File: config.mk
export PLATFORM = sky130hd
export DESIGN_NAME = pipelined_addsub_flat
export DESIGN_NICKNAME = d
export VERILOG_FILES = /design/src/rtl/addsub_pkg.sv /design/src/rtl/pipelined_addsub_if.sv /design/src/rtl/addsub_segment.sv /design/src/rtl/full_adder.sv /design/src/rtl/pipelined_addsub.sv /design/src/flat_wrapper.sv
export SDC_FILE = /design/constraint.sdc
export NUM_CORES = 1
export LEC_CHECK = 0
export BUFFER_PORTS_ARGS = -buffer_cell sky130_fd_sc_hd__buf_2
export CAP_MARGIN = 20
export CORE_ASPECT_RATIO = 1.4
export CORE_UTILIZATION = 50
export CTS_CLUSTER_SIZE = 16
export DETAILED_ROUTE_END_ITERATION = 12
export HOLD_SLACK_MARGIN = 0.06
export PLACE_DENSITY = 0.77
export SLEW_MARGIN = 25
export SYNTH_ARGS = -nofsm -noshare
export SYNTH_HDL_FRONTEND = slang
export SYNTH_SLANG_ARGS = --single-unit
File: constraint.sdc
create_clock -name clk -period 2.9 [get_ports clk]
set_clock_uncertainty 0.15 [all_clocks]
set_input_delay 0.145 -clock clk [delete_from_list [all_inputs] [get_ports clk]]
set_output_delay 0.145 -clock clk [all_outputs]
set_load 0.03 [all_outputs]
File: src/rtl/addsub_pkg.sv
// Shared definitions for the pipelined add/subtract unit: segment-count
// type, segment-count helper and the parameter legality check.
package addsub_pkg;

    // Number of carry-pipeline segments (equals the latency in cycles).
    typedef int unsigned seg_count_t;

    // Number of segments for a given operand width and segment width.
    function automatic seg_count_t calc_nseg(input int unsigned width, input int unsigned seg_w);
        return seg_count_t'(width / seg_w);
    endfunction

    // Legal geometry: at least two bits per segment, whole segments only.
    function automatic bit params_ok(input int unsigned width, input int unsigned seg_w);
        return (seg_w >= 2) && (width >= seg_w) && ((width % seg_w) == 0);
    endfunction

endpackage

File: src/rtl/pipelined_addsub_if.sv
// Operand/result bus of the pipelined add/subtract unit. The master side
// supplies operands and accepts results; the slave side is the unit.
interface pipelined_addsub_if #(
    parameter int WIDTH = 16
) ();
    // Operand side.
    logic             in_valid;
    logic             in_ready;
    logic [WIDTH-1:0] a;
    logic [WIDTH-1:0] b;
    logic             cin;
    logic             sub;

    // Result side.
    logic             out_valid;
    logic             out_ready;
    logic [WIDTH-1:0] sum;
    logic             cout;
    logic             ovf;

    modport master (
        output in_valid, a, b, cin, sub, out_ready,
        input  in_ready, out_valid, sum, cout, ovf
    );

    modport slave (
        input  in_valid, a, b, cin, sub, out_ready,
        output in_ready, out_valid, sum, cout, ovf
    );
endinterface

File: src/rtl/addsub_segment.sv
// Combinational SEG_W-bit ripple chain of full-adder cells. Besides the
// segment sum and carry out it exposes the carry into its top bit, which the
// most significant segment needs for signed overflow detection.
module addsub_segment #(
    parameter int SEG_W = 4
) (
    input  logic [SEG_W-1:0] a_i,
    input  logic [SEG_W-1:0] b_i,
    input  logic             c_i,
    output logic [SEG_W-1:0] s_o,
    output logic             c_o,
    output logic             c_top_o
);
    // Each bit keeps its own carry nets so the chain is a plain sequence of
    // scalars rather than a vector that feeds back into itself.
    for (genvar i = 0; i < SEG_W; i++) begin : g_bit
        logic c_in;
        logic c_out;

        if (i == 0) begin : g_lsb
            assign c_in = c_i;
        end else begin : g_chain
            assign c_in = g_bit[i-1].c_out;
        end

        full_adder u_fa (
            .a_i (a_i[i]),
            .b_i (b_i[i]),
            .c_i (c_in),
            .s_o (s_o[i]),
            .c_o (c_out)
        );
    end

    assign c_o     = g_bit[SEG_W-1].c_out;
    assign c_top_o = g_bit[SEG_W-1].c_in;
endmodule

File: src/rtl/full_adder.sv
// One-bit full-adder cell; the building block of every segment ripple chain.
module full_adder (
    input  logic a_i,
    input  logic b_i,
    input  logic c_i,
    output logic s_o,
    output logic c_o
);
    assign s_o = a_i ^ b_i ^ c_i;
    assign c_o = (a_i & b_i) | (c_i & (a_i ^ b_i));
endmodule

File: src/rtl/pipelined_addsub.sv
// Carry-pipelined add/subtract unit. Operands are cut into SEG_W-bit
// segments; stage k adds segment k and registers its carry for stage k+1.
// Not-yet-used operand segments ride along in skew registers, finished sum
// segments in deskew registers, so one result completes per cycle.
// A single global stall freezes every register while a result waits.
module pipelined_addsub
    import addsub_pkg::*;
#(
    parameter int WIDTH = 16,
    parameter int SEG_W = 4
) (
    input  logic              clk,
    input  logic              rst,
    pipelined_addsub_if.slave bus
);
    localparam seg_count_t NSEG = calc_nseg(WIDTH, SEG_W);

    if (!params_ok(WIDTH, SEG_W)) begin : g_param_check
        $error("pipelined_addsub: WIDTH must be a multiple of SEG_W and SEG_W must be >= 2");
    end

    logic             stall;
    logic [WIDTH-1:0] b_eff;
    logic             c0;

    // Condition operand B and the initial carry for add or subtract.
    // NOTE: every signal written in an always_comb is assigned on every path,
    // otherwise synthesis infers a latch to remember the old value.
    always_comb begin
        b_eff = bus.b;
        c0    = bus.cin;
        if (bus.sub) begin
            b_eff = ~bus.b;
            c0    = 1'b1;
        end
    end

    // A result that cannot leave freezes the whole pipe; accepting input
    // never depends on in_valid.
    assign stall        = bus.out_valid & ~bus.out_ready;
    assign bus.in_ready = ~stall;

    for (genvar k = 0; k < NSEG; k++) begin : g_stage
        localparam int LO     = k * SEG_W;
        localparam int HI     = LO + SEG_W - 1;
        localparam int DONE_W = LO + SEG_W;

        // Operand bits still to be processed from this stage upward.
        logic [WIDTH-1:LO]  src_a;
        logic [WIDTH-1:LO]  src_b;
        logic               src_c;
        logic [SEG_W-1:0]   seg_s;
        logic               seg_c;
        logic               seg_c_top;
        logic               valid_d;
        logic               valid_q;
        logic               carry_d;
        logic               carry_q;
        logic [DONE_W-1:0]  sum_d;
        logic [DONE_W-1:0]  sum_q;

        if (k == 0) begin : g_head
            assign src_a   = bus.a;
            assign src_b   = b_eff;
            assign src_c   = c0;
            assign valid_d = bus.in_valid;
            assign sum_d   = seg_s;
        end else begin : g_body
            assign src_a   = g_stage[k-1].g_skew.opa_q;
            assign src_b   = g_stage[k-1].g_skew.opb_q;
            assign src_c   = g_stage[k-1].carry_q;
            assign valid_d = g_stage[k-1].valid_q;
            assign sum_d   = {seg_s, g_stage[k-1].sum_q};
        end

        addsub_segment #(
            .SEG_W (SEG_W)
        ) u_seg (
            .a_i     (src_a[HI:LO]),
            .b_i     (src_b[HI:LO]),
            .c_i     (src_c),
            .s_o     (seg_s),
            .c_o     (seg_c),
            .c_top_o (seg_c_top)
        );

        assign carry_d = seg_c;

        // Stage register: valid bit, segment carry and the sum bits so far.
        // NOTE: sequential state uses non-blocking assignments so every
        // register samples the pre-edge value of its neighbours.
        // NOTE: the data registers are reset as well as the valid bits, so the
        // result fields are 0 rather than unknown after reset and while idle.
        always_ff @(posedge clk) begin
            if (rst) begin
                valid_q <= 1'b0;
                carry_q <= 1'b0;
                sum_q   <= '0;
            end else if (!stall) begin
                valid_q <= valid_d;
                carry_q <= carry_d;
                sum_q   <= sum_d;
            end
        end

        if (k < NSEG - 1) begin : g_skew
            logic [WIDTH-1:DONE_W] opa_d;
            logic [WIDTH-1:DONE_W] opa_q;
            logic [WIDTH-1:DONE_W] opb_d;
            logic [WIDTH-1:DONE_W] opb_q;
            // The carry into the top bit only matters in the MSB segment.
            logic                  unused_c_top;

            assign opa_d        = src_a[WIDTH-1:DONE_W];
            assign opb_d        = src_b[WIDTH-1:DONE_W];
            assign unused_c_top = seg_c_top;

            // Skew registers carrying the operand segments of later stages.
            always_ff @(posedge clk) begin
                if (rst) begin
                    opa_q <= '0;
                    opb_q <= '0;
                end else if (!stall) begin
                    opa_q <= opa_d;
                    opb_q <= opb_d;
                end
            end
        end else begin : g_last
            logic ctop_d;
            logic ctop_q;

            assign ctop_d = seg_c_top;

            // Carry into the MSB, kept next to the final carry for overflow.
            always_ff @(posedge clk) begin
                if (rst) begin
                    ctop_q <= 1'b0;
                end else if (!stall) begin
                    ctop_q <= ctop_d;
                end
            end
        end
    end

    assign bus.out_valid = g_stage[NSEG-1].valid_q;
    assign bus.sum       = g_stage[NSEG-1].sum_q;
    assign bus.cout      = g_stage[NSEG-1].carry_q;
    assign bus.ovf       = g_stage[NSEG-1].carry_q ^ g_stage[NSEG-1].g_last.ctop_q;
endmodule
File: src/flat_wrapper.sv
// flat-port wrapper written by rule: the top's interface ports become plain ports
module pipelined_addsub_flat import addsub_pkg::*;
#(
    parameter int WIDTH = 16,
    parameter int SEG_W = 4
)
  (clk, rst, bus_in_valid, bus_a, bus_b, bus_cin, bus_sub, bus_out_ready, bus_in_ready, bus_out_valid, bus_sum, bus_cout, bus_ovf);
  pipelined_addsub_if #(.WIDTH(WIDTH)) bus_i ();
  input  logic clk;
  input  logic rst;
  input wire logic [$bits(bus_i.in_valid)-1:0] bus_in_valid;
  input wire logic [$bits(bus_i.a)-1:0] bus_a;
  input wire logic [$bits(bus_i.b)-1:0] bus_b;
  input wire logic [$bits(bus_i.cin)-1:0] bus_cin;
  input wire logic [$bits(bus_i.sub)-1:0] bus_sub;
  input wire logic [$bits(bus_i.out_ready)-1:0] bus_out_ready;
  output wire logic [$bits(bus_i.in_ready)-1:0] bus_in_ready;
  output wire logic [$bits(bus_i.out_valid)-1:0] bus_out_valid;
  output wire logic [$bits(bus_i.sum)-1:0] bus_sum;
  output wire logic [$bits(bus_i.cout)-1:0] bus_cout;
  output wire logic [$bits(bus_i.ovf)-1:0] bus_ovf;
  assign bus_i.in_valid = bus_in_valid;
  assign bus_i.a = bus_a;
  assign bus_i.b = bus_b;
  assign bus_i.cin = bus_cin;
  assign bus_i.sub = bus_sub;
  assign bus_i.out_ready = bus_out_ready;
  assign bus_in_ready = bus_i.in_ready;
  assign bus_out_valid = bus_i.out_valid;
  assign bus_sum = bus_i.sum;
  assign bus_cout = bus_i.cout;
  assign bus_ovf = bus_i.ovf;
  pipelined_addsub #(.WIDTH(WIDTH), .SEG_W(SEG_W)) u_core (.clk(clk), .rst(rst), .bus(bus_i));
endmodule
Word-level counts from Yosys, hierarchy flattened
Index checks and enable logic that the tools add are counted.
- bits in registers: 97
- latch bits: 0
- RAM bits: 0
- memory bits (read-only): 0
- input port bits: 38
- output and inout bits: 20
- logic and storage cells: 106
- memories kept: 0
- $add $sub $neg: 0
- multipliers: 0
- divide/modulo/power cells: 0
- $lt $le $gt $ge: 0
- equality and inequality tests: 0
- shift-type cells: 0
- muxes and demuxes: 2
- bitwise gates (word level): 85
- reduce and logical (&&, ||, !) cells: 0
- operators with widths (operator ; number):
    AND 1 bit ; 33
    bitwise XOR 1 bit ; 33
    2-to-1 mux 16 bit ; 1
    NOT 16 bit ; 1
    bitwise OR 1 bit ; 16
    NOT 1 bit ; 2
    2-to-1 mux 1 bit ; 1

Depth between registers and ports, before layout
- word-level depth: 11
- depth in mapped cells: 10

By module
Synthesis repeated with hierarchy kept, for this count alone.
- cell total of the unflattened synthesis: 445
- area, all modules: 3877.5 µm²
- by module, submodules not included (module ; instances ; cells an instance ; area each (µm²) ; sequential area each (µm²)):
    pipelined_addsub ; 1 ; 429 ; 3557.2 ; 1941.9
    full_adder ; 16 ; 1 ; 20.0 ; 0.0

Least setup slack after synthesis
OpenSTA, ideal clock, no wires.
- path kind: in2reg
- start: input bus_sub
- end: register u_core.g_stage[0].sum_q[3]
- library setup time: 0.132 ns
- arrival time: 2.336 ns
- setup slack: 0.281 ns
- stages on the path: 10
- cell sequence: buf_4 > buf_4 > xnor2_1 > fa_1 > fa_1 > fa_1 > inv_1 > fa_1 > nand2_1 > a21oi_1
- longest elaborated chain between the ends: 9
- RTL lines (item ; line ; text):
    start: declaration ; flat_wrapper.sv:15 ; input wire logic [$bits(bus_i.sub)-1:0] bus_sub;
    2-to-1 mux 16 bit ; pipelined_addsub.sv:32 ; if (bus.sub) begin
    bitwise XOR 1 bit ; full_adder.sv:10 ; assign c_o = (a_i & b_i) | (c_i & (a_i ^ b_i));
    AND 1 bit ; full_adder.sv:10 ;
    bitwise OR 1 bit ; full_adder.sv:10 ;
    AND 1 bit ; full_adder.sv:10 ;
    bitwise OR 1 bit ; full_adder.sv:10 ;
    AND 1 bit ; full_adder.sv:10 ;
    bitwise OR 1 bit ; full_adder.sv:10 ;
    bitwise XOR 1 bit * ; full_adder.sv:9 ; assign s_o = a_i ^ b_i ^ c_i;
    named net u_core.g_stage[0].u_seg.g_bit[3].u_fa.s_o ; full_adder.sv:6 ; output logic s_o,
    end signal: assignment ; pipelined_addsub.sv:102 ; sum_q <= sum_d;
    end: declaration ; pipelined_addsub.sv:60 ; logic [DONE_W-1:0] sum_q;
Mark *: on every way through the listed nets, which the timed path passes. The rest lies on a longest branch.
A chain may end at the register's enable or synchronous reset.

Final worst setup path
- start: register u_core.g_stage[2].g_skew.opb_q[12] in the netlist's numbering
- end: register u_core.g_stage[3].sum_q[15], in the netlist u_core.bus.sum[15]
- longest elaborated chain between the ends: 8
- RTL lines (item ; line ; text):
    start: declaration ; pipelined_addsub.sv:110 ; logic [WIDTH-1:DONE_W] opb_q;
    start signal: assignment ; pipelined_addsub.sv:125 ; opb_q <= opb_d;
    bitwise XOR 1 bit ; full_adder.sv:10 ;
    AND 1 bit ; full_adder.sv:10 ;
    bitwise OR 1 bit * ; full_adder.sv:10 ;
    AND 1 bit * ; full_adder.sv:10 ;
    bitwise OR 1 bit * ; full_adder.sv:10 ;
    AND 1 bit * ; full_adder.sv:10 ;
    bitwise OR 1 bit * ; full_adder.sv:10 ;
    named net u_core.g_stage[3].g_last.ctop_d ; pipelined_addsub.sv:129 ; logic ctop_d;
    bitwise XOR 1 bit * ; full_adder.sv:9 ;
    named net u_core.g_stage[3].u_seg.g_bit[3].u_fa.s_o ; full_adder.sv:6 ;
    end signal: assignment ; pipelined_addsub.sv:102 ;
    end: declaration ; pipelined_addsub.sv:60 ;
Marked as above.

==> metrics.md <==
| Metric | Value |
|---|---|
| Register area | `1940 um2` |
| Startpoint types | `flop` |
| Maximum VDD drop | `0.327 mV` |
| Mean area per synthesized cell | `8.72 um2` |
| Io pins | `58` |
| Post-CTS Setup Inserts | `0` |
| Gpl congestion | `0.755` |
| Setup Viol. Count Final | `0` |
| Multi-input logic area | `1760 um2` |
| Core region area | `7750 um2` |
| PnR worst setup slack | `0.458 ns` |
| Final net count | `577` |
| H-tree depth | `3` |
| Most frequent cells in the layout | `nand2_1 (144), dfxtp_1 (97), a21oi_1 (72)` |
| Internal Dissipation | `1.90 mW` |
| Sw Ratio | `0.256` |
| Min-delay worst type | `in2reg` |
| Critical Path End Type | `flop` |
| Routed WL | `7270 um` |
| Worst flop-to-flop path endpoint | `u_core.bus.sum[15]` |
| Post-DR vias/cell | `4.89` |
| Area Growth Syn to Fin | `17.3%` |
| Aggregate global routing overflow | `0` |
| Netlist cell types | `16` |
| First-pass GRT wire length | `12400 um` |
| R2R Setup Slk | `0.46 ns` |
| Layout cells sized above 1 | `0.184` |
| CP Class | `reg2reg` |
| Final Hold Fails | `0` |
| Initial antenna violation count | `0` |
| CP startpoint | `u_core.g_stage[2].g_skew.opb_q[12]` |
| Fillers | `647` |
| R2r startpoint | `u_core.g_stage[2].g_skew.opb_q[12]` |
| Max-slew violations | `0` |
| Drt drc | `0` |
| Initial Utilization | `0.516` |
| Max Root-Sink Buffers | `2` |
| Largest net degree at the start of global routing | `98` |
| Worst Setup EP | `u_core.bus.sum[15]` |
| Diodes inserted | `0` |
| Fin crit share | `0.842` |
| Pwr dens | `544 nW/um2` |
| Hold Slack | `0.0913 ns` |
| First DRT Iteration DRCs | `197` |
| Gate power share | `0.121` |
| Clock sinks | `97` |
| Post-route ant nets | `0` |
| Top cells by area, synth | `dfxtp_1 (49%), nand2_1 (14%), a21oi_1 (9.0%), fa_1 (8.0%), a211oi_2 (5.9%)` |
| CTS Root Cell | `clkbuf_8` |
| Vias in the first global route | `2931` |
| R2R depth | `10` |
| WP data arrival | `2.49 ns` |
| Sequential-to-total area share from yosys stat | `0.485` |
| FMAX | `409 MHz` |
| Status | `completed` |
| Max cap viols | `0` |
| CTS tree | `yes` |
| RSZ-0062 raised after global routing | `false` |
| Yosys top cell area share | `0.485` |
| Die Wd | `77.6 um` |
| Area leader, netlist | `dfxtp_1` |
| Worst Tran Pin Value | `1.05 ns` |
| Worst skew pair latency | `0.36 ns` |
| Gr usage total | `0.189` |
| Number of cell rows | `38` |
| Port-buffer cells | `57` |
| DP Worst Slack | `0.389 ns` |
| Sw power | `0.653 mW` |
| Worst EP required | `2.95 ns` |
| Die area | `8370 um2` |
| CTS buffer count | `9` |
| Commonest non-fill, non-tap cell in the layout | `nand2_1` |
| Crit path max fanout | `2` |
| Leakage | `1.94 nW` |
| Post-Syn Instances | `459` |
| Die Height | `108 um` |
| Clock transition at path regs | `0.09 ns` |
| Drt wl/cell | `11.6 um` |
| DPL Wire Length | `4550 um` |
| Synth Register Bits | `97` |
| Final min period | `2.44 ns` |
| Syn Std Cell Area | `4000 um2` |
| DR pass1 iterations | `4` |
| Synth warn | `0` |
| Slew HR | `0.300` |
| Sequential power share | `0.573` |
| Clk pwr share | `0.306` |
| Final setup TNS | `0 ns` |
| Via count | `3069` |
| Post-Synthesis Net Count | `513` |
worst min path at each step:
stage | cells after the start | slack (ns) | endpoint | start
2_1_floorplan | 2 | 0.14 | u_core.g_stage[0].g_skew.opa_q[10] | bus_a[10]
3_3_place_gp | 3 | 0.24 | u_core.g_stage[0].g_skew.opa_q[15] | bus_a[15]
3_5_place_dp | 3 | 0.25 | u_core.g_stage[0].g_skew.opa_q[5] | bus_a[5]
4_1_cts | 4 | 0.07 | u_core.g_stage[0].sum_q[3] | bus_a[3]
5_1_grt | 4 | 0.1 | u_core.g_stage[0].sum_q[3] | bus_a[3]
6_report | 4 | 0.09 | u_core.g_stage[0].sum_q[0] | bus_a[0]
power by group through the flow:
stage	clock (mW)	combinational (mW)	sequential [mW]
finish	0.782	0.309	1.46
global route	0.861	0.343	1.48
CTS	0.804	0.308	1.46
detailed placement	0	0.280	1.49
global placement	0	0.272	1.49
floorplan	0	0.189	1.50
per-layer routing:
layer  share of wire  global-route usage  up-vias  wire, um
li1                -                   -     1575         -
met1            0.44               0.207     1433      3170
met2            0.51               0.343       45      3720
met3           0.026              0.0347       16       186
met4           0.027              0.0984        0       193
met5               0                   0        -         0
cell type report:
type                       instances  area share
clock buffer                      12      0.0309
multi-input combinational        301       0.375
inverter                          27      0.0221
clock inverter                     4     0.00587
timing repair buffer              87       0.125
tap                              100      0.0267
sequential                        97       0.414
state kept, by name, indices dropped and copies added (netlist names):
name,count
u_core.g_stage.sum_q,24
u_core.g_stage.carry_q,3
u_core.g_stage.valid_q,3
u_core.g_stage.g_skew.opb_q,24
u_core.bus.cout,1
u_core.bus.sum,16
u_core.g_stage.g_skew.opa_q,24
u_core.g_stage.g_last.ctop_q,1
u_core.bus.out_valid,1
critical path, stage by stage, from the launching register on:
cell and delay (ns):
dfxtp_1 0.35, inv_1 0.07, fa_1 0.41, inv_1 0.07, fa_1 0.17, inv_1 0.05
fa_1 0.38, inv_1 0.09, fa_1 0.40, nand2_1 0.08, a21oi_1 0.07
what timing repair did:
action / CTS / global route
hold buffers: 25 / 0
resized for setup: 0 / 0
setup endpoints to repair: 0 / 0
hold endpoints to repair: 25 / 0
cells in the mapped netlist (all sizes together):
library cell  count
a211oi           24
a21oi            72
buf              21
clkbuf           13
dfxtp            97
fa               16
inv              27
nand2           144
nor2             27
nor2b             1
xnor2            13
xor2              4
kinds of logic (layout without fill, tap and decap cells):
kind of cell / after synthesis / after routing / synth area share
and+or+nand+nor: 172 / 172 / 0.163
AOI/OAI and AO/OA: 96 / 96 / 0.159
DFF: 97 / 97 / 0.485
buffers and inverters: 61 / 130 / 0.0760
xor gates and xnor gates: 17 / 17 / 0.0372
adders and majority gates: 16 / 16 / 0.0801
per-stage QoR:
step                      power, mW  cell area (um2)  std cells  utilization
after global placement         1.76             4270        587        0.551
after global routing           2.68             4690        628        0.605
after floorplan                1.69             4000        459            -
after detailed placement       1.77             4270        587        0.551
after CTS                      2.58             4690        628        0.605
final                          2.55             4690        628        0.605
Power figures use the tool's default switching activity.
